## config.mk

```make
export PLATFORM = sky130hd
export DESIGN_NAME = load_wb_unit
export DESIGN_NICKNAME = d
export VERILOG_FILES = /design/src/rtl/load_wb_unit_pkg.sv /design/src/rtl/load_wb_unit_fifo.sv /design/src/rtl/load_wb_unit.sv
export SDC_FILE = /design/constraint.sdc
export NUM_CORES = 1
export LEC_CHECK = 0
export BUFFER_PORTS_ARGS = -buffer_cell sky130_fd_sc_hd__buf_2
export CORE_ASPECT_RATIO = 0.5
export CORE_UTILIZATION = 46
export CTS_BUF_LIST = sky130_fd_sc_hd__clkbuf_8
export CTS_CLUSTER_SIZE = 14
export DETAILED_ROUTE_END_ITERATION = 10
export GPL_ROUTABILITY_DRIVEN = 0
export GPL_TIMING_DRIVEN = 0
export PLACE_DENSITY = 0.81
export SLEW_MARGIN = 20
export SYNTH_ARGS = -nofsm -noshare
export SYNTH_HDL_FRONTEND = slang
export SYNTH_SLANG_ARGS = --single-unit
```

## constraint.sdc

```tcl
create_clock -name clk -period 3.2 [get_ports clk]
set_clock_uncertainty 0.2 [all_clocks]
set_input_delay 0.96 -clock clk [delete_from_list [all_inputs] [get_ports clk]]
set_output_delay 0.96 -clock clk [all_outputs]
set_load 0.01 [all_outputs]
```

## src/rtl/load_wb_unit_pkg.sv

```systemverilog
// load_wb_unit_pkg: types and constants shared by the load write-back unit.
//   ld_op_t    : load operation codes as presented by EX on ld_op.
//   ld_info_t  : per-load bookkeeping held between address acceptance and
//                data return ({op, byte offset, destination register}).
//   SIZE_*     : data_size encodings for the SRAM-like data bus.
package load_wb_unit_pkg;

    typedef enum logic [2:0] {
        LD_LB  = 3'd0,
        LD_LBU = 3'd1,
        LD_LH  = 3'd2,
        LD_LHU = 3'd3,
        LD_LW  = 3'd4,
        LD_LWL = 3'd5,
        LD_LWR = 3'd6,
        LD_RSV = 3'd7
    } ld_op_t;

    localparam logic [1:0] SIZE_BYTE = 2'd0;
    localparam logic [1:0] SIZE_HALF = 2'd1;
    localparam logic [1:0] SIZE_WORD = 2'd2;

    typedef struct packed {
        ld_op_t      op;
        logic [1:0]  off;
        logic [4:0]  dest;
    } ld_info_t;

endpackage

```

## src/rtl/load_wb_unit_fifo.sv

```systemverilog
// ld_info_fifo: DEPTH-entry FIFO of ld_info_t records for loads whose address
// phase has completed but whose data has not yet returned.
// Ports:
//   clk, reset      clock, asynchronous active-high reset (empties FIFO)
//   push, push_data write one entry (ignored when full without a pop)
//   pop, pop_data   pop_data is the current head; pop removes it (ignored when empty)
//   count           number of valid entries
//   full, empty     occupancy flags
module ld_info_fifo
    import load_wb_unit_pkg::*;
#(
    parameter int unsigned DEPTH = 2
) (
    input  logic                         clk,
    input  logic                         reset,
    input  logic                         push,
    input  ld_info_t                     push_data,
    input  logic                         pop,
    output ld_info_t                     pop_data,
    output logic [$clog2(DEPTH+1)-1:0]   count,
    output logic                         full,
    output logic                         empty
);

    localparam int unsigned PTR_W = (DEPTH > 1) ? $clog2(DEPTH) : 1;
    localparam int unsigned CNT_W = $clog2(DEPTH + 1);

    ld_info_t            mem [DEPTH];
    logic [PTR_W-1:0]    wr_ptr;
    logic [PTR_W-1:0]    rd_ptr;
    logic                do_push;
    logic                do_pop;

    function automatic logic [PTR_W-1:0] ptr_inc(input logic [PTR_W-1:0] p);
        return (p == PTR_W'(DEPTH - 1)) ? '0 : p + 1'b1;
    endfunction

    assign full     = (count == CNT_W'(DEPTH));
    assign empty    = (count == '0);
    assign do_pop   = pop & ~empty;
    assign do_push  = push & (~full | do_pop);
    assign pop_data = mem[rd_ptr];

    always_ff @(posedge clk) begin
        if (do_push) begin
            mem[wr_ptr] <= push_data;
        end
    end

    always_ff @(posedge clk or posedge reset) begin
        if (reset) begin
            wr_ptr <= '0;
            rd_ptr <= '0;
            count  <= '0;
        end else begin
            if (do_push) begin
                wr_ptr <= ptr_inc(wr_ptr);
            end
            if (do_pop) begin
                rd_ptr <= ptr_inc(rd_ptr);
            end
            if (do_push && !do_pop) begin
                count <= count + 1'b1;
            end else if (do_pop && !do_push) begin
                count <= count - 1'b1;
            end
        end
    end

endmodule

```

## src/rtl/load_wb_unit.sv

```systemverilog
// load_wb_unit: writer side of the byte-enabled register file. Issues loads on
// the SRAM-like data bus, tracks up to OUTSTANDING address-accepted loads,
// aligns returned words and drives the regfile write port for one cycle.
// Configuration: define LOAD_WB_UNALIGNED_EN to build LWL/LWR merge support;
// otherwise ops 5/6 behave as LW.
// Ports:
//   clk, reset                      clock, asynchronous active-high reset
//   ld_valid/ld_ready               load handshake from EX
//   ld_op, ld_addr, ld_dest         load operation, byte address, dest register
//   data_req/data_wr/data_size/data_addr   SRAM-like request (read only)
//   data_addr_ok, data_data_ok, data_rdata bus responses, data in request order
//   rf_we, rf_waddr, rf_wdata       regfile byte-enabled write port
//   busy                            request pending or load in flight
module load_wb_unit
    import load_wb_unit_pkg::*;
#(
    parameter int unsigned OUTSTANDING = 2
) (
    input  logic         clk,
    input  logic         reset,
    input  logic         ld_valid,
    output logic         ld_ready,
    input  logic [2:0]   ld_op,
    input  logic [31:0]  ld_addr,
    input  logic [4:0]   ld_dest,
    output logic         data_req,
    output logic         data_wr,
    output logic [1:0]   data_size,
    output logic [31:0]  data_addr,
    input  logic         data_addr_ok,
    input  logic         data_data_ok,
    input  logic [31:0]  data_rdata,
    output logic [3:0]   rf_we,
    output logic [4:0]   rf_waddr,
    output logic [31:0]  rf_wdata,
    output logic         busy
);

    localparam int unsigned CNT_W = $clog2(OUTSTANDING + 1);

    ld_info_t            pend_info;
    ld_info_t            head;
    logic [CNT_W-1:0]    count;
    logic                full;
    logic                empty;
    logic                accept;
    logic                push;
    logic                pop;
    ld_op_t              op_in;
    logic [1:0]          req_size;
    logic [31:0]         req_addr;
    logic [7:0]          al_byte;
    logic [15:0]         al_half;
    logic [3:0]          al_we;
    logic [31:0]         al_wdata;

    // data_req doubles as the "request pending" flag: it is set on accept and
    // cleared once the bus takes the address.
    assign ld_ready = ~data_req & ~full;
    assign accept   = ld_valid & ld_ready;
    assign push     = data_req & data_addr_ok;
    assign pop      = data_data_ok & ~empty;
    assign data_wr  = 1'b0;
    assign busy     = data_req | (count != '0) | (rf_we != '0);
    assign op_in    = ld_op_t'(ld_op);

    ld_info_fifo #(
        .DEPTH (OUTSTANDING)
    ) u_info_fifo (
        .clk       (clk),
        .reset     (reset),
        .push      (push),
        .push_data (pend_info),
        .pop       (pop),
        .pop_data  (head),
        .count     (count),
        .full      (full),
        .empty     (empty)
    );

    always_comb begin
        req_size = SIZE_WORD;
        req_addr = ld_addr;
        case (op_in)
            LD_LB, LD_LBU: req_size = SIZE_BYTE;
            LD_LH, LD_LHU: req_size = SIZE_HALF;
`ifdef LOAD_WB_UNALIGNED_EN
            LD_LWL, LD_LWR: req_addr = {ld_addr[31:2], 2'b00};
`endif
            default: ;
        endcase
    end

    // Data is taken from the bus word by the offset recorded at issue time.
    assign al_byte = data_rdata[{head.off, 3'b000} +: 8];
    assign al_half = data_rdata[{head.off[1], 4'b0000} +: 16];

    always_comb begin
        al_we    = 4'b1111;
        al_wdata = data_rdata;
        case (head.op)
            LD_LB:  al_wdata = {{24{al_byte[7]}}, al_byte};
            LD_LBU: al_wdata = {24'd0, al_byte};
            LD_LH:  al_wdata = {{16{al_half[15]}}, al_half};
            LD_LHU: al_wdata = {16'd0, al_half};
`ifdef LOAD_WB_UNALIGNED_EN
            // 3-a == ~a for a 2-bit offset.
            LD_LWL: begin
                al_wdata = data_rdata << {~head.off, 3'b000};
                al_we    = 4'b1111 << ~head.off;
            end
            LD_LWR: begin
                al_wdata = data_rdata >> {head.off, 3'b000};
                al_we    = 4'b1111 >> head.off;
            end
`endif
            default: ;
        endcase
    end

    always_ff @(posedge clk or posedge reset) begin
        if (reset) begin
            data_req  <= 1'b0;
            data_size <= '0;
            data_addr <= '0;
            pend_info <= '0;
            rf_we     <= '0;
            rf_waddr  <= '0;
            rf_wdata  <= '0;
        end else begin
            if (accept) begin
                data_req       <= 1'b1;
                data_size      <= req_size;
                data_addr      <= req_addr;
                pend_info.op   <= op_in;
                pend_info.off  <= ld_addr[1:0];
                pend_info.dest <= ld_dest;
            end else if (push) begin
                data_req <= 1'b0;
            end

            if (pop) begin
                rf_we    <= (head.dest == '0) ? '0 : al_we;
                rf_waddr <= head.dest;
                rf_wdata <= al_wdata;
            end else begin
                rf_we <= '0;
            end
        end
    end

endmodule

```

==> out/results.tsv, run 1 <==
stage	metric	value	unit
clocking	clk sinks	105	
sta	Fmax achieved	346	MHz
power	Worst VDD drop	0.000375	V
setup_path	crit end category	register	
synth	area leader, netlist	dfrtp_1	
die	die height	70.9	um
setup_path	cells along the critical path	buf_2, o21a_1, clkbuf_1, inv_2, clkbuf_1, buf_2, ha_1, xor2_1, nor2_1, xnor2_1	
routing	drt drc	0	
synth	FFs w/ async S/R, synth	0.810	
cells_and_area	Fill cells	765	
clocking	Clock transition at path regs	0.09	ns
synth	post-synthesis mux area share	0.0493	
setup_path	CP peak stage delay	0.45	ns
setup_path	Arrival @ worst endpoint	2.97	ns
run	max-cap violations	0	
synth	EDFF count, synth	20	
cells_and_area	Diodes inserted	0	
synth	sequential fraction of the synthesis area	0.625	
die	die area	0.00990	mm2
sta	Setup-failing EPs final	0	
setup_path	Req. time, crit path	3.27	ns
power	Cell Pwr Density	965	mW/mm2
hold_path	Hold Crit Class	register to register	
synth	flops & latches, synth	105	
grt	Total GRT Usage	0.225	
synth	cell area after synthesis	0.00436	mm2
synth	prevailing post-synth register cell	dfrtp_1	
sta	Tmin final	2.89	ns
synth	Compound-Gate Fraction of Synth Area	0.115	
cells_and_area	synthesis-to-finish area growth	27.4	%
placed_design	placed wire-length estimate	8060	um
clocking	# resized after CTS	0	
sta	worst hold slack	0.278	ns
placed_design	Post-DP Area	0.00532	mm2
setup_path	slowest cell on the critical path	clkbuf_1	
sta	final setup TNS	0	ns
clocking	clk_lat worst skew	0.36	ns
synth	Syn Nets	481	
synth	main combinational cell family by area after synthesis	simple AND/OR/NAND/NOR gates	
routing	Routed Antenna Nets	0	
routing	Routed WL per cell	15.3	um
routing	Detailed Route Iter0 Violations	274	
synth	synth cell count leaders	nand2_1 (134), dfrtp_1 (85), edfxtp_1 (20), nor2_1 (19)	
placed_design	PortBufs	154	
grt	initial antenna violation count	0	
setup_path	critical path class	input pin to register	
grt	number of global-route vias before repair	3501	
synth	synth top area cells	dfrtp_1 (49%), edfxtp_1 (14%), nand2_1 (12%)	
die	I/O pin total	156	
synth	XOR/XNOR Fraction of Synth Area	0.0100	
clocking	CTS Root Cell	clkbuf_8	
sta	slew at the pin with the worst max-slew slack	0.850	ns
clocking	worst-case clock buffer depth	2	
synth	syn_area_per_cell	10.8	um2
clocking	CTS tree	done	
clocking	total CTS buffers	9	
grt	grt ovf	0	
clocking	Post-CTS Hold Buffers	0	
cells_and_area	Nets	648	
sta	fin crit share	0.903	
die	FP Rows	24	
synth	Synth Area in Simple Gates	0.162	
sta	fin. max-slew vios	0	
cells_and_area	fraction of layout cells with a size suffix above 1	0.332	
synth	Netlist cell types	42	
die	Die W	140	um
outcome	status	completed	
setup_path	Bufs and invs on worst path	5	
grt	global-route wire length before repair	17300	um
sta	Hold Violations, Final	0	
die	Core Footprint	0.00895	mm2
routing	drt total wl	10600	um
synth	Syn. warnings	0	
clocking	htree depth	3	
cells_and_area	Design Area, Final	0.00556	mm2
sta	unrepaired setup endpoints after global routing	no	
setup_path	Worst path top cell family by delay	buffers and inverters	
routing	routed vias/inst	5.30	
clocking	Post-CTS Setup Inserts	0	
routing	DR pass1 iterations	4	
synth	count leader, synth	nand2_1	
synth	synthesized netlist cell count	403	
synth	top-area cell type share of the netlist area	0.488	
synth	post-synthesis adder-cell area fraction	0.00287	
setup_path	startpoint types	input pin	
setup_path	CP max FO	10	
routing	via count	3667	
power	Leak	2.80	nW
die	Initial Util	0.487	
grt	largest net degree at the start of global routing	33	
sta	relative slew slack	0.432	
## tightest hold or removal path, cell delays in order, from the launching register on
cell     delay [ns]
dfrtp_1        0.35
nand2_1        0.05
nand2_1        0.05
## cell families (layout without fill, tap and decap cells)
family | after synthesis | in the layout
and+or+nand+nor | 173 | 173
DFF | 105 | 105
AOI/OAI and AO/OA | 67 | 67
buffers and inverters | 32 | 204
muxes | 19 | 19
xor gates and xnor gates | 5 | 5
adders and majority gates | 1 | 1
other | 1 | 1
## final cells by class
class | count | area, um2 | share of cell area
multi-input cells | 266 | 1480 | 0.267
inverters | 6 | 26.3 | 0.00473
well taps | 117 | 146 | 0.0264
plain buffers | 26 | 128 | 0.0230
clock buffers | 12 | 165 | 0.0297
repair buffers | 156 | 811 | 0.146
flip-flops and latches | 105 | 2730 | 0.491
clock inverters | 4 | 67.6 | 0.0122
## cell usage in the layout, fill, tap and decap left out, drive strengths merged, types with 7 or more instances in the layout
master / instances
nor2: 19
a221oi: 9
nand2: 134
mux2i: 8
o21ai: 9
o22ai: 14
dfrtp: 85
inv: 7
a221o: 16
clkbuf: 28
a21oi: 11
buf: 166
mux2: 10
edfxtp: 20
## path summary, 6_finish.rpt
| path | from | to | slack (ns) | depth (start not counted) |
|---|---|---|---|---|
| worst max-delay path | data_data_ok | u_info_fifo.count[1] | 0.31 | 10 |
| min in group asynchronous | reset | data_addr[14] | 0.43 | 2 |
| max in group asynchronous | reset | rf_wdata[20] | 1.61 | 4 |
| worst min register to register | data_addr[29] | data_addr[29] | 0.28 | 2 |
| worst max register to register | u_info_fifo.count[0] | u_info_fifo.count[1] | 0.48 | 8 |
| worst min-delay path | data_addr[29] | data_addr[29] | 0.28 | 2 |
## stage by stage
stage | setup slack [ns] | util | power [mW] | std cells
finish | 0.309 | 0.621 | 5.36 | 692
global route | 0.208 | 0.621 | 5.76 | 692
floorplan | 0.526 | - | 3.61 | 403
CTS | 0.328 | 0.621 | 5.40 | 692
global placement | 0.113 | 0.590 | 4.38 | 674
detailed placement | -0.0716 | 0.595 | 4.48 | 676
## where the power goes
| part | switching [mW] | internal, mW |
|---|---|---|
| Clock | 0.421 | 0.500 |
| Sequential | 0.340 | 1.97 |
| Combinational | 1.23 | 0.907 |
| Total | 1.99 | 3.37 |
## registers in the layout, summed over array words and instances (netlist names)
signal / flops
rf_wdata: 32
rf_waddr: 5
pend_info: 8
u_info_fifo.wr_ptr: 1
u_info_fifo.rd_ptr: 1
data_req: 1
rf_we: 1
u_info_fifo.mem: 20
data_size: 2
data_addr: 32
u_info_fifo.count: 2
## routing by layer
metal,vias up,GRT usage,share of wire
li1,1726,-,-
met1,1768,0.294,0.44
met2,160,0.361,0.47
met3,13,0.0731,0.077
met4,0,0.0696,0.012
met5,-,0,0
Note: power is estimated with default switching activity, not from simulation.
==> inputs of run 2 (changes only) <==
--- a/config.mk
+++ b/config.mk
@@ -5,15 +5,15 @@
 export SDC_FILE = /design/constraint.sdc
 export NUM_CORES = 1
 export LEC_CHECK = 0
+export ABC_AREA = 1
 export BUFFER_PORTS_ARGS = -buffer_cell sky130_fd_sc_hd__buf_2
 export CORE_ASPECT_RATIO = 0.5
 export CORE_UTILIZATION = 46
-export CTS_BUF_LIST = sky130_fd_sc_hd__clkbuf_8
 export CTS_CLUSTER_SIZE = 14
 export DETAILED_ROUTE_END_ITERATION = 10
 export GPL_ROUTABILITY_DRIVEN = 0
 export GPL_TIMING_DRIVEN = 0
-export PLACE_DENSITY = 0.81
+export PLACE_DENSITY = 0.79
 export SLEW_MARGIN = 20
 export SYNTH_ARGS = -nofsm -noshare
 export SYNTH_HDL_FRONTEND = slang
==> run 2 against run 1 <==
Compared with the run above:
- cell area grew 9.9%
- die area grew 9.5%
- largest power group is now combinational cells
- final cell count increased by 27%
- maximum frequency grew 4.2%
- first-iteration DRC count rose by 9.9%
- setup slack better by 0.12 ns
- wire length increased by 11%
- global-route usage increased by 0.29 points
- synthesized cell count is 41% higher
- synthesized area is 9.8% higher
- non-clock buffer count rose by 5
==> out/results.tsv, run 2 <==
stage	metric	value	unit	change
setup_path	Arrival @ worst endpoint	2.80	ns	-0.17 ns
grt	number of global-route vias before repair	3993		+14%
setup_path	critical path class	input pin to register		
clocking	# resized after CTS	0		unchanged
placed_design	PortBufs	154		unchanged
die	Core Footprint	0.00976	mm2	+9.1%
die	Die W	146	um	+4.7%
placed_design	Placement Setup Slack	0.0298	ns	+0.101 ns
sta	worst hold slack	0.266	ns	-0.0117 ns
cells_and_area	Layout Cells excl Fill	877		+27%
routing	Routed Antenna Nets	0		unchanged
synth	synthesized netlist cell count	569		+41%
synth	count leader, synth	nand2_1		
setup_path	startpoint types	input pin		
power	Pwr Total	6.02	mW	+12%
cells_and_area	Design Area, Final	0.00610	mm2	+9.9%
clocking	worst-case clock buffer depth	2		unchanged
synth	synth cell count leaders	nand2_1 (244), dfrtp_1 (85), a21oi_1 (42), inv_1 (41), nand3_1 (29)		
clocking	htree depth	3		unchanged
die	die area	0.0108	mm2	+9.5%
hold_path	Hold Crit Class	register to register		
cells_and_area	commonest cells after routing, fill and taps aside	nand2_1 (244), buf_2 (162), dfrtp_1 (85)		
clocking	Clock transition at path regs	0.07	ns	-0.02 ns
routing	drt total wl	11800	um	+11%
cells_and_area	Final Core Density	0.626		+0.00471
sta	slew at the pin with the worst max-slew slack	0.902	ns	+0.0521 ns
placed_design	placed wire-length estimate	8890	um	+10%
placed_design	dpl cells	861		+27%
synth	area leader, netlist	dfrtp_1		
synth	flops & latches, synth	105		unchanged
synth	sequential fraction of the synthesis area	0.570		-0.0556
synth	cell area after synthesis	0.00479	mm2	+9.8%
routing	DR pass1 iterations	6		+2
sta	fin. max-slew vios	0		unchanged
routing	drt drc	0		unchanged
sta	Tmin final	2.77	ns	-0.117 ns
power	Cell Pwr Density	986	mW/mm2	+2.2%
grt	initial antenna violation count	0		unchanged
cells_and_area	synthesis-to-finish area growth	27.5	%	
sta	final setup TNS	0	ns	unchanged
clocking	total CTS buffers	9		unchanged
synth	Netlist cell types	28		-33%
routing	Met1 Wirelength	5210	um	+12%
synth	FFs w/ async S/R, synth	0.810		unchanged
routing	Routed WL per cell	13.4	um	-12%
placed_design	Post-DP Area	0.00581	mm2	+9.2%
grt	largest net degree at the start of global routing	27		-18%
routing	Top Layer Used	met4		
routing	met2 routed wirelength	5530	um	+11%
synth	EDFF count, synth	20		unchanged
cells_and_area	Nets	815		+26%
synth	Syn. warnings	0		unchanged
power	Worst VDD drop	0.000426	V	+14%
setup_path	crit end category	register		
routing	via count	4250		+16%
sta	final worst setup slack	0.426	ns	+0.117 ns
sta	Hold Violations, Final	0		unchanged
routing	Detailed Route Iter0 Violations	301		+9.9%
synth	Syn Nets	647		+35%
cells_and_area	commonest non-fill, non-tap cell in the layout	nand2_1		
clocking	Post-CTS Hold Buffers	0		unchanged
clocking	CTS tree	done		
sta	Fmax achieved	361	MHz	+4.2%
power	Leak	3.35	nW	+20%
outcome	status	completed		
sta	Setup-failing EPs final	0		unchanged
setup_path	CP max FO	10		unchanged
sta	relative slew slack	0.397		-0.0358
clocking	CTS Root Cell	clkbuf_16		
cells_and_area	fraction of layout cells with a size suffix above 1	0.295		-0.0370
die	FP Rows	25		+4.2%
routing	routed vias/inst	4.85		-8.5%
clocking	Post-CTS Setup Inserts	0		unchanged
run	max-cap violations	0		unchanged
grt	grt ovf	0		unchanged
setup_path	Req. time, crit path	3.23	ns	-0.04 ns
synth	top-area cell type share of the netlist area	0.444		-0.0433
cells_and_area	Largest regs	data_addr: 32 flops, rf_wdata: 32 flops, u_info_fifo.mem: 20 flops		
synth	synth top area cells	dfrtp_1 (44%), nand2_1 (19%), edfxtp_1 (13%)		
die	Initial Util	0.491		+0.00310
routing	DR WL met3	851	um	+3.7%
sta	fin crit share	0.867		-0.0366
grt	Total GRT Usage	0.228		+0.00292
synth	syn_area_per_cell	8.41	um2	-22%
die	I/O pin total	156		unchanged
sta	unrepaired setup endpoints after global routing	no		
cells_and_area	Diodes inserted	0		unchanged
synth	prevailing post-synth register cell	dfrtp_1		
grt	global-route wire length before repair	19100	um	+10%
clocking	clk_lat worst skew	0.35	ns	about the same
clocking	clk sinks	105		unchanged
die	die height	74.1	um	+4.6%
run 2: cell types whose count changed after synthesis, moves of 6 or more:
| cell | change |
|---|---|
| o21ai_1 | -6 |
| nand3_1 | +28 |
| inv_1 | +37 |
| or2_2 | +18 |
| o22ai_1 | -14 |
| a221o_1 | -16 |
| nand2_1 | +110 |
| a221oi_1 | -9 |
| mux2_1 | -7 |
| a21oi_1 | +31 |
| mux2i_1 | -8 |
| o21ai_0 | +9 |
run 2: power by group:
group | leakage (nW) | internal (mW) | total, mW | switching, mW
logic | 2.00 | 1.00 | 2.63 | 1.62
registers | 1.20 | 1.99 | 2.32 | 0.329
clock network | 0.142 | 0.548 | 1.08 | 0.530
run 2: layout make-up:
cell class                 count  area (um2)
tap                          135         169
clock buffer                  10         229
sequential                   105        2730
buffer                        30         153
timing repair buffer         157         853
inverter                      44         169
clock inverter                 6        62.6
multi-input combinational    390        1740
fill                         846        3650
run 2: worst max-delay path, stage by stage:
cell and delay, ns:
buf_2 0.10, o21ai_1 0.20, buf_2 0.29, buf_1 0.47, ha_1 0.36, a21oi_1 0.13
o21ai_0 0.12, xor2_1 0.15
run 2: layer usage:
layer / GRT usage / up-vias
met3: 0.0540 / 22
met1: 0.299 / 1951
li1: - / 2111
met5: 0 / -
met4: 0.0775 / 0
met2: 0.379 / 166
run 2: worst paths after layout:
path | startpoint | endpoint | slack, ns | cells past startpoint
hold reg to reg | data_addr[4] | data_addr[4] | 0.27 | 2
setup / recovery | data_data_ok | u_info_fifo.count[1] | 0.43 | 8
max in group asynchronous | reset | data_addr[26] | 1.68 | 4
min in group asynchronous | reset | rf_wdata[30] | 0.45 | 2
setup reg to reg | u_info_fifo.count[0] | u_info_fifo.count[1] | 0.57 | 7
hold / removal | data_addr[4] | data_addr[4] | 0.27 | 2
run 2: cells by family after synthesis:
family	Yosys count	share of synthesized area
AND/OR/NAND/NOR	328	0.294
flip-flops	105	0.570
buffers and inverters	74	0.0664
AO/OA/AOI/OAI	57	0.0609
XOR/XNOR	3	0.00549
adder cells (fa/ha/maj)	1	0.00261
other	1	0.000783
==> inputs of run 3 (changes only) <==
--- a/config.mk
+++ b/config.mk
@@ -8,6 +8,7 @@
 export ABC_AREA = 1
 export BUFFER_PORTS_ARGS = -buffer_cell sky130_fd_sc_hd__buf_2
 export CORE_ASPECT_RATIO = 0.5
+export CORE_MARGIN = 2
 export CORE_UTILIZATION = 46
 export CTS_CLUSTER_SIZE = 14
 export DETAILED_ROUTE_END_ITERATION = 10
==> run 3 against run 2 <==
Compared with the run above:
- clock power fell by 6%
- combinational power about the same
- total power down 1.5%
- setup slack gained 0.031 ns
- global-route usage down 1.6 points
- maximum frequency grew 1.1%
- utilization shrank 2.6 points
- sequential power about the same
- count of clock-buffer cells in the layout is 1 higher
- highest routed layer is now met5
==> out/results.tsv, run 3 (synthesis gave the netlist of run 2 again) <==
stage	metric	value	unit	change
power	Comb pwr share	0.438		+0.002
cells_and_area	Fill cells	905		+7.0%
power	net switching fraction of the power	0.403		-0.00898
setup_path	crit end category	register		
setup_path	Req. time, crit path	3.22	ns	about the same
cells_and_area	commonest cells after routing, fill and taps aside	nand2_1 (244), buf_2 (162), dfrtp_1 (85)		
outcome	status	completed		
routing	Routed WL per cell	13.0	um	-3.3%
setup_path	crit path from	data_data_ok		
placed_design	Post-DP Area	0.00581	mm2	about the same
cells_and_area	Diodes inserted	0		unchanged
grt	largest net degree at the start of global routing	29		+7.4%
die	I/O pin total	156		unchanged
grt	Total GRT Usage	0.211		-0.0163
setup_path	startpoint types	input pin		
die	FP Rows	26		+4.0%
grt	grt ovf	0		unchanged
clocking	worst-case clock buffer depth	2		unchanged
hold_path	min-delay src	data_addr[6]		
sta	slew at the pin with the worst max-slew slack	0.864	ns	-0.0376 ns
clocking	Post-CTS Hold Buffers	0		unchanged
sta	unrepaired setup endpoints after global routing	no		
placed_design	placed wire-length estimate	8600	um	-3.3%
die	die area	0.0113	mm2	+4.1%
clocking	htree depth	3		unchanged
sta	fin. max-slew vios	0		unchanged
die	die height	76.1	um	+2.7%
die	Core Footprint	0.0101	mm2	+4.0%
routing	Detailed Route Iter0 Violations	279		-7.3%
sta	final setup TNS	0	ns	unchanged
power	Worst VDD drop	0.000403	V	-5.3%
setup_path	Arrival @ worst endpoint	2.76	ns	-0.04 ns
routing	DR pass1 iterations	5		-1
cells_and_area	Largest regs	data_addr: 32 flops, rf_wdata: 32 flops, u_info_fifo.mem: 20 flops		
setup_path	critical path class	input pin to register		
power	Leak	3.34	nW	-0.28%
die	Die W	148	um	+1.4%
routing	drt drc	0		unchanged
setup_path	r2r startpoint	u_info_fifo.count[0]		
sta	Tmin final	2.74	ns	-0.0311 ns
clocking	clk_lat worst skew	0.34	ns	about the same
hold_path	Hold Crit Class	register to register		
routing	drt total wl	11500	um	-2.8%
die	Initial Util	0.472		-0.0189
clocking	# resized after CTS	0		unchanged
clocking	total CTS buffers	9		unchanged
power	sequential share of power	0.391		+0.006
cells_and_area	commonest non-fill, non-tap cell in the layout	nand2_1		
setup_path	CP max FO	10		unchanged
cells_and_area	Design Area, Final	0.00608	mm2	-0.35%
clocking	CTS tree	done		
power	Clock power frac	0.170		-0.009
cells_and_area	fraction of layout cells with a size suffix above 1	0.294		-0.000951
sta	Setup-failing EPs final	0		unchanged
power	Cell Pwr Density	975	mW/mm2	-1.2%
routing	routed vias/inst	4.83		-0.36%
sta	Hold Violations, Final	0		unchanged
clocking	Post-CTS Setup Inserts	0		unchanged
sta	Fmax achieved	365	MHz	+1.1%
routing	via count	4254		+0.094%
clocking	clk sinks	105		unchanged
clocking	Clock transition at path regs	0.07	ns	about the same
power	cell internal pwr	3.54	mW	about the same
sta	fin crit share	0.857		-0.00971
routing	Routed Antenna Nets	0		unchanged
grt	initial antenna violation count	1		+1
grt	number of global-route vias before repair	4042		+1.2%
clocking	CTS Root Cell	clkbuf_16		
run	max-cap violations	0		unchanged
placed_design	PortBufs	154		unchanged
sta	relative slew slack	0.422		+0.0252
power	NetSw	2.39	mW	-3.7%
grt	global-route wire length before repair	19100	um	+0.26%
cells_and_area	synthesis-to-finish area growth	27.1	%	
cells_and_area	Nets	815		unchanged
==> run 3: cell type report <==
class	count	area, um2	share of cell area
flip-flops and latches	105	2730	0.448
multi-input cells	390	1740	0.286
repair buffers	157	846	0.139
clock buffers	11	243	0.0399
well taps	140	175	0.0288
inverters	44	169	0.0278
plain buffers	30	153	0.0251
clock inverters	4	28.8	0.00473
==> run 3: power groups by stage <==
stage | combinational (mW) | sequential, mW | clock, mW
5_1_grt | 2.95 | 2.39 | 1.09
2_1_floorplan | 1.47 | 2.50 | 0
6_report | 2.60 | 2.32 | 1.01
3_3_place_gp | 2.52 | 2.31 | 0
4_1_cts | 2.61 | 2.32 | 1.03
3_5_place_dp | 2.61 | 2.33 | 0
==> run 3: path summary, 6_finish.rpt <==
kind	to	slack [ns]	cells after the start
hold reg to reg	data_addr[6]	0.27	2
min in group asynchronous	rf_wdata[15]	0.46	2
setup / recovery	u_info_fifo.count[1]	0.46	8
max in group asynchronous	data_size[0]	1.67	4
hold / removal	data_addr[6]	0.27	2
setup reg to reg	u_info_fifo.count[1]	0.64	7
==> run 3: worst max-delay path, stage by stage <==
cell and delay [ns]:
buf_2 0.11, o21ai_1 0.19, buf_2 0.27, buf_1 0.47, ha_1 0.36, a21oi_1 0.13
o21ai_0 0.11, xor2_1 0.15
==> run 3: layer usage <==
layer  part of all wire  global-route usage  routed length (um)
met5             0.0011                   0                  13
met4              0.012              0.0533                 141
met3              0.075              0.0599                 855
met2               0.47               0.347                5390
met1               0.44               0.279                5050
==> run 3: per-stage QoR <==
step	hold WS [ns]	setup slack [ns]	power (mW)	util	cells
CTS	0.270	0.482	5.96	0.599	881
floorplan	0.242	0.665	3.98	-	569
global placement	0.250	0.174	4.84	0.565	863
finish	0.267	0.457	5.93	0.599	881
detailed placement	0.253	0.113	4.94	0.573	866
global route	0.291	0.279	6.43	0.599	881
